### config.mk
export PLATFORM = sky130hd
export DESIGN_NAME = rns_mod_addsub_pipe
export DESIGN_NICKNAME = d
export VERILOG_FILES = /design/src/rtl/rns_pkg.sv /design/src/rtl/rns_mod_correct.sv /design/src/rtl/rns_mod_addsub_pipe.sv
export SDC_FILE = /design/constraint.sdc
export NUM_CORES = 1
export LEC_CHECK = 0
export CORE_MARGIN = 5
export CORE_UTILIZATION = 40
export CTS_BUF_LIST = sky130_fd_sc_hd__clkbuf_2 sky130_fd_sc_hd__clkbuf_4 sky130_fd_sc_hd__clkbuf_8
export DETAILED_ROUTE_END_ITERATION = 12
export SLEW_MARGIN = 10
export SYNTH_ARGS = -nofsm -noshare
export SYNTH_HDL_FRONTEND = slang
export SYNTH_SLANG_ARGS = --single-unit
### constraint.sdc
create_clock -name clk -period 3.1 [get_ports clk]
set_input_delay 0.775 -clock clk [delete_from_list [all_inputs] [get_ports clk]]
set_output_delay 0.775 -clock clk [all_outputs]
set_load 0.03 [all_outputs]
### src/rtl/rns_pkg.sv
// Shared RNS definitions: op encoding, modulus legality check and default moduli.
// Imported by the per-channel modular add/sub pipeline and its correction stage.
package rns_pkg;

  localparam logic OP_ADD = 1'b0;
  localparam logic OP_SUB = 1'b1;

  localparam int NUM_CH = 3;
  localparam int DEFAULT_MODULI [0:NUM_CH-1] = '{251, 253, 255};

  function automatic bit rns_modulus_ok(
    input int width,
    input int modulus
  );
    return (width >= 1) && (width <= 30) &&
           (modulus >= 2) && (modulus <= (1 << width));
  endfunction

endpackage

### src/rtl/rns_mod_correct.sv
// Combinational modular correction of a raw add/sub value (s, op -> result, wrap).
// Shared with the RNS accumulator.
module rns_mod_correct
  import rns_pkg::*;
#(
  parameter int WIDTH   = 8,
  parameter int MODULUS = 251
) (
  input  logic [WIDTH:0]   i_s,
  input  logic             i_op,
  output logic [WIDTH-1:0] o_result,
  output logic             o_wrap
);

  localparam logic [WIDTH:0]   M_EXT = (WIDTH+1)'(MODULUS);
  // Truncation is harmless: the fix-ups are only meaningful modulo 2^WIDTH.
  localparam logic [WIDTH-1:0] M_LO  = WIDTH'(MODULUS);

  logic             w_ge;
  logic [WIDTH-1:0] w_add_fix;
  logic [WIDTH-1:0] w_sub_fix;

  assign w_ge      = (i_s >= M_EXT);
  assign w_add_fix = i_s[WIDTH-1:0] - M_LO;
  assign w_sub_fix = i_s[WIDTH-1:0] + M_LO;

  always_comb begin
    o_result = i_s[WIDTH-1:0];
    o_wrap   = 1'b0;
    if (i_op == OP_SUB) begin
      if (i_s[WIDTH]) begin
        o_result = w_sub_fix;
        o_wrap   = 1'b1;
      end
    end else if (w_ge) begin
      o_result = w_add_fix;
      o_wrap   = 1'b1;
    end
  end

endmodule

### src/rtl/rns_mod_addsub_pipe.sv
// Two-stage modulo-M add/sub for one RNS channel with valid/ready backpressure.
// Optional operand range check enabled by defining RNS_RANGE_CHECK_EN.
module rns_mod_addsub_pipe
  import rns_pkg::*;
#(
  parameter int WIDTH   = 8,
  parameter int MODULUS = 251
) (
  input  logic             clk,
  input  logic             rst,
  input  logic             in_valid,
  output logic             in_ready,
  input  logic [WIDTH-1:0] a,
  input  logic [WIDTH-1:0] b,
  input  logic             sub,
  output logic             out_valid,
  input  logic             out_ready,
  output logic [WIDTH-1:0] result,
  output logic             wrap,
  output logic             err
);

  if (!rns_modulus_ok(WIDTH, MODULUS)) begin : g_bad_modulus
    $fatal(1, "rns_mod_addsub_pipe: MODULUS %0d illegal for WIDTH %0d",
           MODULUS, WIDTH);
  end

  logic [WIDTH:0]   r_s1_s;
  logic             r_s1_op;
  logic             r_s1_err;
  logic             r_s1_valid;

  logic             r_out_valid;
  logic [WIDTH-1:0] r_result;
  logic             r_wrap;
  logic             r_err;

  logic [WIDTH:0]   w_raw;
  logic             w_err_raw;
  logic             w_s2_free;
  logic             w_in_ready;
  logic [WIDTH-1:0] w_corr;
  logic             w_corr_wrap;

  assign w_raw = (sub == OP_SUB) ? ({1'b0, a} - {1'b0, b})
                                 : ({1'b0, a} + {1'b0, b});

`ifdef RNS_RANGE_CHECK_EN
  localparam logic [WIDTH:0] M_EXT = (WIDTH+1)'(MODULUS);
  assign w_err_raw = ({1'b0, a} >= M_EXT) || ({1'b0, b} >= M_EXT);
`else
  assign w_err_raw = 1'b0;
`endif

  // S1 may move on whenever S2 is empty or being drained this cycle.
  assign w_s2_free  = !r_out_valid || out_ready;
  assign w_in_ready = !r_s1_valid || w_s2_free;

  always_ff @(posedge clk) begin
    if (rst) begin
      r_s1_valid <= 1'b0;
      r_s1_s     <= '0;
      r_s1_op    <= OP_ADD;
      r_s1_err   <= 1'b0;
    end else if (w_in_ready) begin
      r_s1_valid <= in_valid;
      if (in_valid) begin
        r_s1_s   <= w_raw;
        r_s1_op  <= sub;
        r_s1_err <= w_err_raw;
      end
    end
  end

  rns_mod_correct #(
    .WIDTH   (WIDTH),
    .MODULUS (MODULUS)
  ) u_correct (
    .i_s      (r_s1_s),
    .i_op     (r_s1_op),
    .o_result (w_corr),
    .o_wrap   (w_corr_wrap)
  );

  always_ff @(posedge clk) begin
    if (rst) begin
      r_out_valid <= 1'b0;
      r_result    <= '0;
      r_wrap      <= 1'b0;
      r_err       <= 1'b0;
    end else if (w_s2_free) begin
      r_out_valid <= r_s1_valid;
      if (r_s1_valid) begin
        r_result <= r_s1_err ? '0 : w_corr;
        r_wrap   <= !r_s1_err && w_corr_wrap;
        r_err    <= r_s1_err;
      end
    end
  end

  assign in_ready  = w_in_ready;
  assign out_valid = r_out_valid;
  assign result    = r_result;
  assign wrap      = r_wrap;
  assign err       = r_err;

endmodule
==> out/metrics.yaml, run 1 <==
floorplanning:
  die-height_um: 74.1
  io_pins: 33
  initial_core_util_pct: 41.1
  core_area_sq_um: 4000
  dieArea_sq_um: 5490
  die_w_um: 74.1
  num_rows: 23
setup_path:
  start_kind: "input pin"
  reg2reg_depth: 6
  critical_path_class: "in2reg"
  r2r_start: "r_s1_s[1]"
  cp-end-kind: "flip-flop"
  worst_ep_arrival_time_ps: 3080
  r2r_slack_ps: 1340
  required_ps: 3270
  r2r-end: "result[0]"
  cp_max_fo: 5
sta:
  setup_violations: 0
  rsz0062_at_grt: "no"
  min_period_over_period_pct: 93.8
  fmax_mhz: 344
  period_minus_slack_ps: 2910
  tightest_slew_ps: 655
  worst_slew_margin_rel_pct: 56.2
  final_hold_viol_count: 0
  finalSetupTns_ps: 0
  fin_worst_skew_ps: 3.22
  finalMaxSlewViolations: 0
clocking:
  clk_latency_ps: 260
  htreeDepth: 1
  cts_tree: "yes"
  cts-root-buf: "clkbuf_8"
  cts_buffer_depth: 2
  cts_buffers: 3
  post-cts-setup-buffers: 0
  cts.sinks: 21
  clk_pin_slew_worst_paths_ps: 80
  ctsHoldBuffers: 0
layout:
  nets: 271
  antenna_cells: 0
  area.growth.synth_to_final_pct: 28.2
  instances_no_fill: 287
  drive_gt1_share_pct: 12.7
min_path:
  holdPathEnd: "result[2]"
  hold_class: "reg2reg"
  hold_depth: 1
  hp-start: "result[2]"
route:
  vias: 1552
  met2_length_um: 1910
  route.detailed.drc: 0
  top_layer_used: "met4"
  dr_wl_met3_um: 195
  wl_per_cell_um: 12.9
  ant_nets: 0
  viasPerCell: 5.41
  first_pass_iters: 4
  wl_met1_um: 1520
  drt_wl_total_um: 3710
  initialDrtViolationCount: 124
yosys:
  synthesis.area_sq_um: 1640
  ys_seq_area_share_pct: 25.6
  ys_seq_elements: 21
  synth.most_common_cell: "dfxtp_1"
  ys.flop_type: "dfxtp_1"
  synth_top_area_share_pct: 25.6
  syn_avg_cell_area_sq_um: 8.26
  synth_top_cell_by_area: "dfxtp_1"
  synth_top_cells_by_area: "dfxtp_1, ha_1, xnor2_1"
  synthArstFlopShare_pct: 0
  syn_inst: 199
  ys_top_cells_by_count: "dfxtp_1, nor2_1, inv_1"
  yosys_warnings: 0
  synth_edf_count: 0
  yosysUniqueCellTypes: 51
  syn-num-nets: 232
power_and_ir_drop:
  vdd_drop_max_mv: 0.163
  pwr-share-clk_pct: 23.1
  p_int_mw: 0.551
  power_frac_comb_pct: 36.8
  power_density_nw_per_um2: 392
  p_seq_share_pct: 40.1
  leakagePower_nw: 0.845
  switching_power_mw: 0.274
  swShare_pct: 33.2
placement:
  placed_cells: 283
  gp_congestion: 0.860
  port_buffers: 31
  hpwl_um: 3050
flow_run:
  cap_violations: 0
global_routing:
  grt_pass1_vias: 1591
  globalRoute.totalOverflow: 0
  grt_pass1_wl_um: 6390
  antenna_found_initial: 0
  grt_max_degree: 20
  track_usage_pct: 14.3
outcome:
  status: "completed"
[worst max-delay path by stage]
stage | slack [ps] | end | from
2_1_floorplan | 350 | r_s1_s[8] | sub
3_3_place_gp | -190 | r_s1_s[8] | b[0]
3_5_place_dp | -250 | r_s1_s[8] | b[0]
4_1_cts | 20 | r_s1_s[8] | b[0]
5_1_grt | 20 | r_s1_s[8] | b[3]
6_report | 190 | r_s1_s[8] | b[3]
[cells in the final DEF (no fill, tap or decap), types with 4 or more instances in the layout]
cell	count
xnor2_1	9
nand3_1	5
buf_4	15
a22o_1	6
ha_1	10
xor2_1	5
o21ai_0	9
o31ai_1	6
a21oi_1	12
inv_1	13
nor3_1	4
a211oi_1	5
nand2_1	12
dfxtp_1	21
nor2_1	17
clkdlybuf4s50_1	29
or3_1	6
[area by class of cell]
type / count / area, sq um
Tap cell: 50 / 62.6
Timing Repair Buffer: 46 / 428
Fill cell: 377 / 1890
Clock buffer: 4 / 48.8
Sequential cell: 21 / 420
Multi-Input combinational cell: 152 / 1090
Inverter: 14 / 52.6
[layer usage]
| metal | global-route usage [%] | up-vias |
|---|---|---|
| met2 | 27.8 | 49 |
| met5 | 0 | - |
| met4 | 6.24 | 0 |
| met1 | 15.4 | 699 |
| met3 | 1.35 | 10 |
| li1 | - | 794 |
[sequential cells by signal, indices dropped and copies added, names as in the netlist]
register and count:
wrap 1, out_valid 1, result 8, r_s1_op 1, r_s1_valid 1, r_s1_s 9
[power groups by stage]
stage	Combinational (mW)	Clock [mW]	Sequential, mW
floorplan	0.206	0	0.331
global placement	0.298	0	0.335
detailed placement	0.303	0	0.336
CTS	0.305	0.194	0.330
global route	0.341	0.200	0.335
finish	0.304	0.191	0.331
[critical path: stages]
cell and delay (ps):
clkdlybuf4s50_1 510, nor4_1 420, a21oi_1 150, xnor2_1 150, ha_1 300, o21ai_0 100, a31oi_1 70, or3_1 390
a311oi_2 220
[logic make-up after synthesis]
logic type / Yosys count / synth area share, %
buf+inv: 26 / 8.53
mux: 1 / 0.685
xor+xnor: 14 / 7.46
flops: 21 / 25.6
fa+ha+maj: 12 / 9.60
other cells: 1 / 0.228
compound gates: 60 / 27.8
simple gates: 64 / 20.1
[stage by stage]
step,hold slack (ps),utilization [%],power [mW],instance area (sq um),setup WS [ps]
final,480,52.6,0.825,2110,193
after global routing,503,52.6,0.876,2110,15.4
after CTS,485,52.2,0.828,2090,16.0
after detailed placement,467,51.0,0.640,2040,-253
after global placement,445,51.0,0.633,2040,-187
after floorplan,434,-,0.537,1640,351
[repair_timing]
item,in CTS,in global routing
endpoints found under the setup margin,0,3
resized for setup,0,5
endpoints found under the hold margin,0,0
Power figures use the tool's default switching activity.
==> run 2: changes to the inputs <==
CORE_ASPECT_RATIO = 0.9   (was unset)
MAX_ROUTING_LAYER = met4   (was unset)
==> run 2 against run 1 <==
  * Sequential power decreased by 1%
  * Clock-buffer cell count decreased by 1
  * Clock skew about the same
  * Power increased by 0.54%
  * Fmax decreased by 0.33%
  * Sequential share of layout area decreased by 0.42 points
  * Critical path type unchanged
  * Combinational power increased by 6%
  * Sequential cell count unchanged
  * Hold slack got worse by 18 ps
  * Global-route usage decreased by 0.63 points
  * Die area about the same
  * Via count increased by 2.6%
==> out/metrics.yaml, run 2 (synthesis results as in run 1) <==
outcome:
  status: "completed"
floorplanning:
  die-height_um: 70.8
  die_w_um: 77.6
  initial_core_util_pct: 40.9
  dieArea_sq_um: 5490
  core_area_sq_um: 4020
  num_rows: 22
  io_pins: 33
layout:
  area.growth.synth_to_final_pct: 30.9
  final_area_sq_um: 2150
  largest_reg_flops: 9
  final_common_cell: "clkdlybuf4s50_1"
  multi_input_area_sq_um: 1110
  instances_no_fill: 288
  antenna_cells: 0
  finish.utilization_pct: 53.5
  regArea_sq_um: 420
  nets: 274
  drive_gt1_share_pct: 14.6
  final_cell_mix: "clkdlybuf4s50_1, dfxtp_1, nor2_1, buf_4, inv_1"
  regMostFlops: "r_s1_s"
  fill_cells: 372
clocking:
  cts-root-buf: "clkbuf_8"
  cts.sinks: 21
  clk_pin_slew_worst_paths_ps: 80
  htreeDepth: 1
  cts_buffer_depth: 2
  clk_latency_ps: 260
  cts_buffers: 3
  cts_tree: "yes"
sta:
  timing.hold.ws_ps: 461
  period_minus_slack_ps: 2920
  fmax_mhz: 343
  min_period_over_period_pct: 94.1
  setup_violations: 0
  final_hold_viol_count: 0
  fin_worst_skew_ps: 3.55
  tightest_slew_ps: 673
  finalSetupTns_ps: 0
  rsz0062_at_grt: "no"
  worst_slew_margin_rel_pct: 55.0
  finalMaxSlewViolations: 0
power_and_ir_drop:
  leakagePower_nw: 0.869
  vdd_drop_max_mv: 0.192
  power_density_nw_per_um2: 386
global_routing:
  antenna_found_initial: 0
  grt_max_degree: 20
  track_usage_pct: 13.6
  grt_pass1_wl_um: 6220
  grt_pass1_vias: 1444
  globalRoute.totalOverflow: 0
min_path:
  hp-start: "r_s1_valid"
  hold_depth: 2
  holdPathEnd: "out_valid"
  hold_class: "reg2reg"
route:
  route.detailed.drc: 0
  wl_per_cell_um: 13.1
  viasPerCell: 5.53
  drt_wl_total_um: 3780
  first_pass_iters: 4
  initialDrtViolationCount: 98
  ant_nets: 0
  vias: 1593
setup_path:
  slowest_stage: "clkdlybuf4s50_1"
  required_ps: 3270
  cp_max_fo: 4
  critical_path_class: "in2reg"
  cpPeakStageDelay_ps: 550
  cp-end-kind: "flip-flop"
  r2r_slack_ps: 1360
  r2r-end: "result[7]"
  worstPathCellList: "clkdlybuf4s50_1 > buf_4 > nor2_1 > a21oi_1 > xnor2_1 > ha_1 > o2111ai_2 > a31oi_1 > or3_1 > a311oi_2"
  worst_ep_arrival_time_ps: 3090
  start_kind: "input pin"
  reg2reg_depth: 5
  r2r_start: "r_s1_s[8]"
placement:
  gp_congestion: 0.836
  port_buffers: 31
  hpwl_um: 3030
  placed_cells: 281
  placed_area_sq_um: 2040
flow_run:
  cap_violations: 0
run 2: repair_timing:
action                                  4_1_cts  5_1_grt
endpoints found under the setup margin        0        3
hold buffers                                  0        0
gates resized for setup                       0       11
setup buffers                                 0        3
hold endpoints to repair                      0        0
run 2: report_power, final:
| part | internal, mW | switching, mW | leakage (nW) | total [mW] |
|---|---|---|---|---|
| Sequential | 0.293 | 0.0343 | 0.172 | 0.327 |
| Combinational | 0.166 | 0.156 | 0.671 | 0.322 |
| Clock | 0.0895 | 0.0906 | 0.0255 | 0.180 |
run 2: routing by layer:
layer  vias to the layer above  track usage (%)  part of all wire (%)
met5                         -                -                     0
met2                        42             22.4                    48
met3                         0             2.67                   4.2
met1                       745             17.6                    48
met4                         0             2.29                     0
li1                        806                -                     -
run 2: critical path: cells and delay by family:
| family | cells | cell delay, ps |
|---|---|---|
| buffers and inverters | 2 | 700 |
| xor gates and xnor gates | 1 | 160 |
| and+or+nand+nor | 2 | 430 |
| adders and majority gates | 1 | 310 |
| AOI/OAI and AO/OA | 4 | 710 |
run 2: worst max-delay path by stage:
stage,endpoint,from,slack (ps)
floorplan,r_s1_s[8],sub,350
global placement,r_s1_s[7],b[1],-190
detailed placement,r_s1_s[8],b[1],-250
CTS,r_s1_s[8],b[1],20
global route,r_s1_s[8],b[3],70
finish,r_s1_s[8],b[3],180
run 2: area by class of cell:
type                    instances  area share, %
flip-flops and latches         21           19.5
repair buffers                 49           21.2
multi-input cells             152           51.8
well taps                      48           2.79
clock inverters                 1          0.233
inverters                      14           2.44
clock buffers                   3           1.92
run 2: stage by stage:
step	setup slack, ps	total power, mW
3_3_place_gp	-193	0.631
6_report	183	0.830
3_5_place_dp	-251	0.637
2_1_floorplan	351	0.537
4_1_cts	16.5	0.818
5_1_grt	68.4	0.883
==> run 3: changes to the inputs <==
CORE_MARGIN = unset   (was 5)
SYNTH_HIERARCHICAL = 1   (was unset)
==> run 3 against run 2 <==
  * Die area fell by 20%
  * Cell area up 2.4%
  * Non-clock buffer count up 7
  * Sequential cell count is the same
  * Fmax shrank 1.9%
  * Core utilization increased by 3.9 points
  * Critical path type unchanged
  * Largest power group unchanged
  * Highest routed layer is now met4
==> out/metrics.yaml, run 3 <==
floorplanning:
  num_rows: 21
  die-height_um: 62.8
  initial_core_util_pct: 42.8
  die_w_um: 69.6
  io_pins: 33
  dieArea_sq_um: 4370
  core_area_sq_um: 3840
setup_path:
  critPathCapture: "r_s1_s[7]"
  slowest_stage: "clkdlybuf4s50_1"
  critical_path_class: "in2reg"
  reg2reg_depth: 7
  r2r-end: "result[1]"
  r2r_slack_ps: 1300
  worst_ep_arrival_time_ps: 3120
  worstPathCellList: "clkdlybuf4s50_1 > mux2_2 > inv_1 > ha_1 > nor2b_4 > o31a_1 > o41ai_2 > nor4_1 > a311o_1"
  required_ps: 3240
  cpPeakStageDelay_ps: 510
  start_kind: "input pin"
  startpoint: "sub"
  r2r_start: "r_s1_s[0]"
  cp_max_fo: 3
  cp-end-kind: "flip-flop"
min_path:
  hold_class: "reg2reg"
  hp-start: "result[6]"
yosys:
  syn-num-nets: 229
  synth_top_area_share_pct: 25.6
  syn_avg_cell_area_sq_um: 8.38
  yosys_warnings: 6
  synth_xor_area_share_pct: 8.00
  synth_edf_count: 0
  ys_seq_area_share_pct: 25.6
  synthArstFlopShare_pct: 0
  yosysUniqueCellTypes: 55
  synth_top_cell_by_area: "dfxtp_1"
  synth.most_common_cell: "nor2_1"
  synth_compound_area_share_pct: 19.6
  ys.flop_type: "dfxtp_1"
  synthesis.area_sq_um: 1640
  yosys.area_share.adder_pct: 9.60
  ys_top_cells_by_count: "nor2_1, dfxtp_1, a21oi_1"
  syn_inst: 196
  synth_top_cells_by_area: "dfxtp_1, ha_1, nor2_1"
  ys_seq_elements: 21
  synthMuxAreaShare_pct: 7.39
  synth_top_family_by_area: "simple AND/OR/NAND/NOR gates"
  synth-simple-area-share_pct: 23.9
clocking:
  cts.sinks: 21
  cts-root-buf: "clkbuf_8"
  clk_latency_ps: 250
  cts_buffers: 3
  cts_buffer_depth: 2
  cts_tree: "yes"
  post-cts-setup-buffers: 0
  clk_pin_slew_worst_paths_ps: 80
  htreeDepth: 1
power_and_ir_drop:
  switching_power_mw: 0.274
  swShare_pct: 33.0
  leakagePower_nw: 0.958
  pwr-share-clk_pct: 21.0
  p_seq_share_pct: 39.9
  power_frac_comb_pct: 39.1
  p_int_mw: 0.555
  power_density_nw_per_um2: 377
  p_total_mw: 0.829
  vdd_drop_max_mv: 0.203
sta:
  fin_worst_skew_ps: 4.99
  min_period_over_period_pct: 95.9
  fmax_mhz: 336
  rsz0062_at_grt: "no"
  period_minus_slack_ps: 2970
  final_hold_viol_count: 0
  setup_violations: 0
  tightest_slew_ps: 611
  finalMaxSlewViolations: 0
  worst_slew_margin_rel_pct: 59.1
  finalSetupTns_ps: 0
  timing.hold.ws_ps: 498
layout:
  largest_reg_flops: 9
  fill_cells: 346
  final_cell_mix: "nor2_1, clkdlybuf4s50_1, buf_4"
  antenna_cells: 0
  area.growth.synth_to_final_pct: 34.0
  regMostFlops: "r_s1_s"
  nets: 282
  drive_gt1_share_pct: 17.7
  final_common_cell: "nor2_1"
  instances_no_fill: 294
placement:
  gp_congestion: 0.883
  hpwl_um: 3090
  port_buffers: 31
  placed_cells: 290
route:
  first_pass_iters: 4
  viasPerCell: 5.34
  vias: 1570
  route.detailed.drc: 0
  ant_nets: 0
  wl_per_cell_um: 12.8
  initialDrtViolationCount: 99
  drt_wl_total_um: 3770
outcome:
  status: "completed"
global_routing:
  grt_pass1_wl_um: 6790
  antenna_found_initial: 0
  track_usage_pct: 19.2
  grt_max_degree: 23
  globalRoute.totalOverflow: 0
  grt_pass1_vias: 1518
flow_run:
  cap_violations: 0
run 3: cell count changes in the layout (fill, tap and decap cells not counted), sizes merged, moves of 3 or more:
cell   before  now
a31oi       1    6
buf        18   25
a22o        6    0
nor4        2    5
or3         6    0
nand2      12    5
nor2       17   31
nor4b       0    3
mux2i       0   11
o31ai       7    2
xnor2       9   12
run 3: through the flow:
step	cell area [sq um]	worst slack (ps)	utilization, %
floorplan	1640	349	-
global placement	2150	-168	56.1
detailed placement	2150	-248	56.1
CTS	2200	13.4	57.3
global route	2200	12.0	57.4
finish	2200	127	57.4
run 3: timing repair:
item                                    CTS  global route
gates resized for setup                   0             3
hold buffers                              0             0
endpoints found under the setup margin    0             4
hold endpoints to repair                  0             0
run 3: logic make-up after synthesis:
group,count (synthesis)
compound gates,47
xor+xnor,15
fa+ha+maj,12
buf+inv,20
flops,21
mux,12
other cells,1
simple gates,68
run 3: final cells by class:
class / instances / area, sq um / area share, %
timing repair buffer: 56 / 503 / 22.8
inverter: 12 / 45.0 / 2.05
multi-input combinational: 155 / 1130 / 51.3
sequential: 21 / 420 / 19.1
tap: 46 / 57.6 / 2.61
clock inverter: 1 / 5.00 / 0.227
clock buffer: 3 / 41.3 / 1.88
run 3: per-layer routing:
layer	global-route usage (%)	vias to the layer above	share of wire, %
li1	-	815	-
met5	-	-	0
met4	2.30	0	0.34
met2	31.8	27	48
met1	25.2	726	49
met3	3.55	2	2.5
run 3: how the worst min path moves through the flow:
stage               depth (start not counted)        end  slack [ps]
finish                                      2  result[6]         500
global route                                2  result[7]         540
CTS                                         2  result[6]         510
detailed placement                          2  result[6]         490
global placement                            2  result[0]         470
floorplan                                   2  out_valid         480
run 3: power groups by stage:
stage               combinational, mW  sequential, mW  clock (mW)
floorplan                       0.193           0.340           0
global placement                0.315           0.336           0
detailed placement              0.323           0.337           0
CTS                             0.325           0.330       0.183
global route                    0.359           0.337       0.196
finish                          0.324           0.331       0.174
run 3: worst max-delay path, delay by kind of cell:
kind | cells | cell delay, ps
AND/OR/NAND/NOR | 2 | 250
buffers and inverters | 2 | 580
multiplexers | 1 | 360
adder cells (fa/ha/maj) | 1 | 220
AO/OA/AOI/OAI | 3 | 930
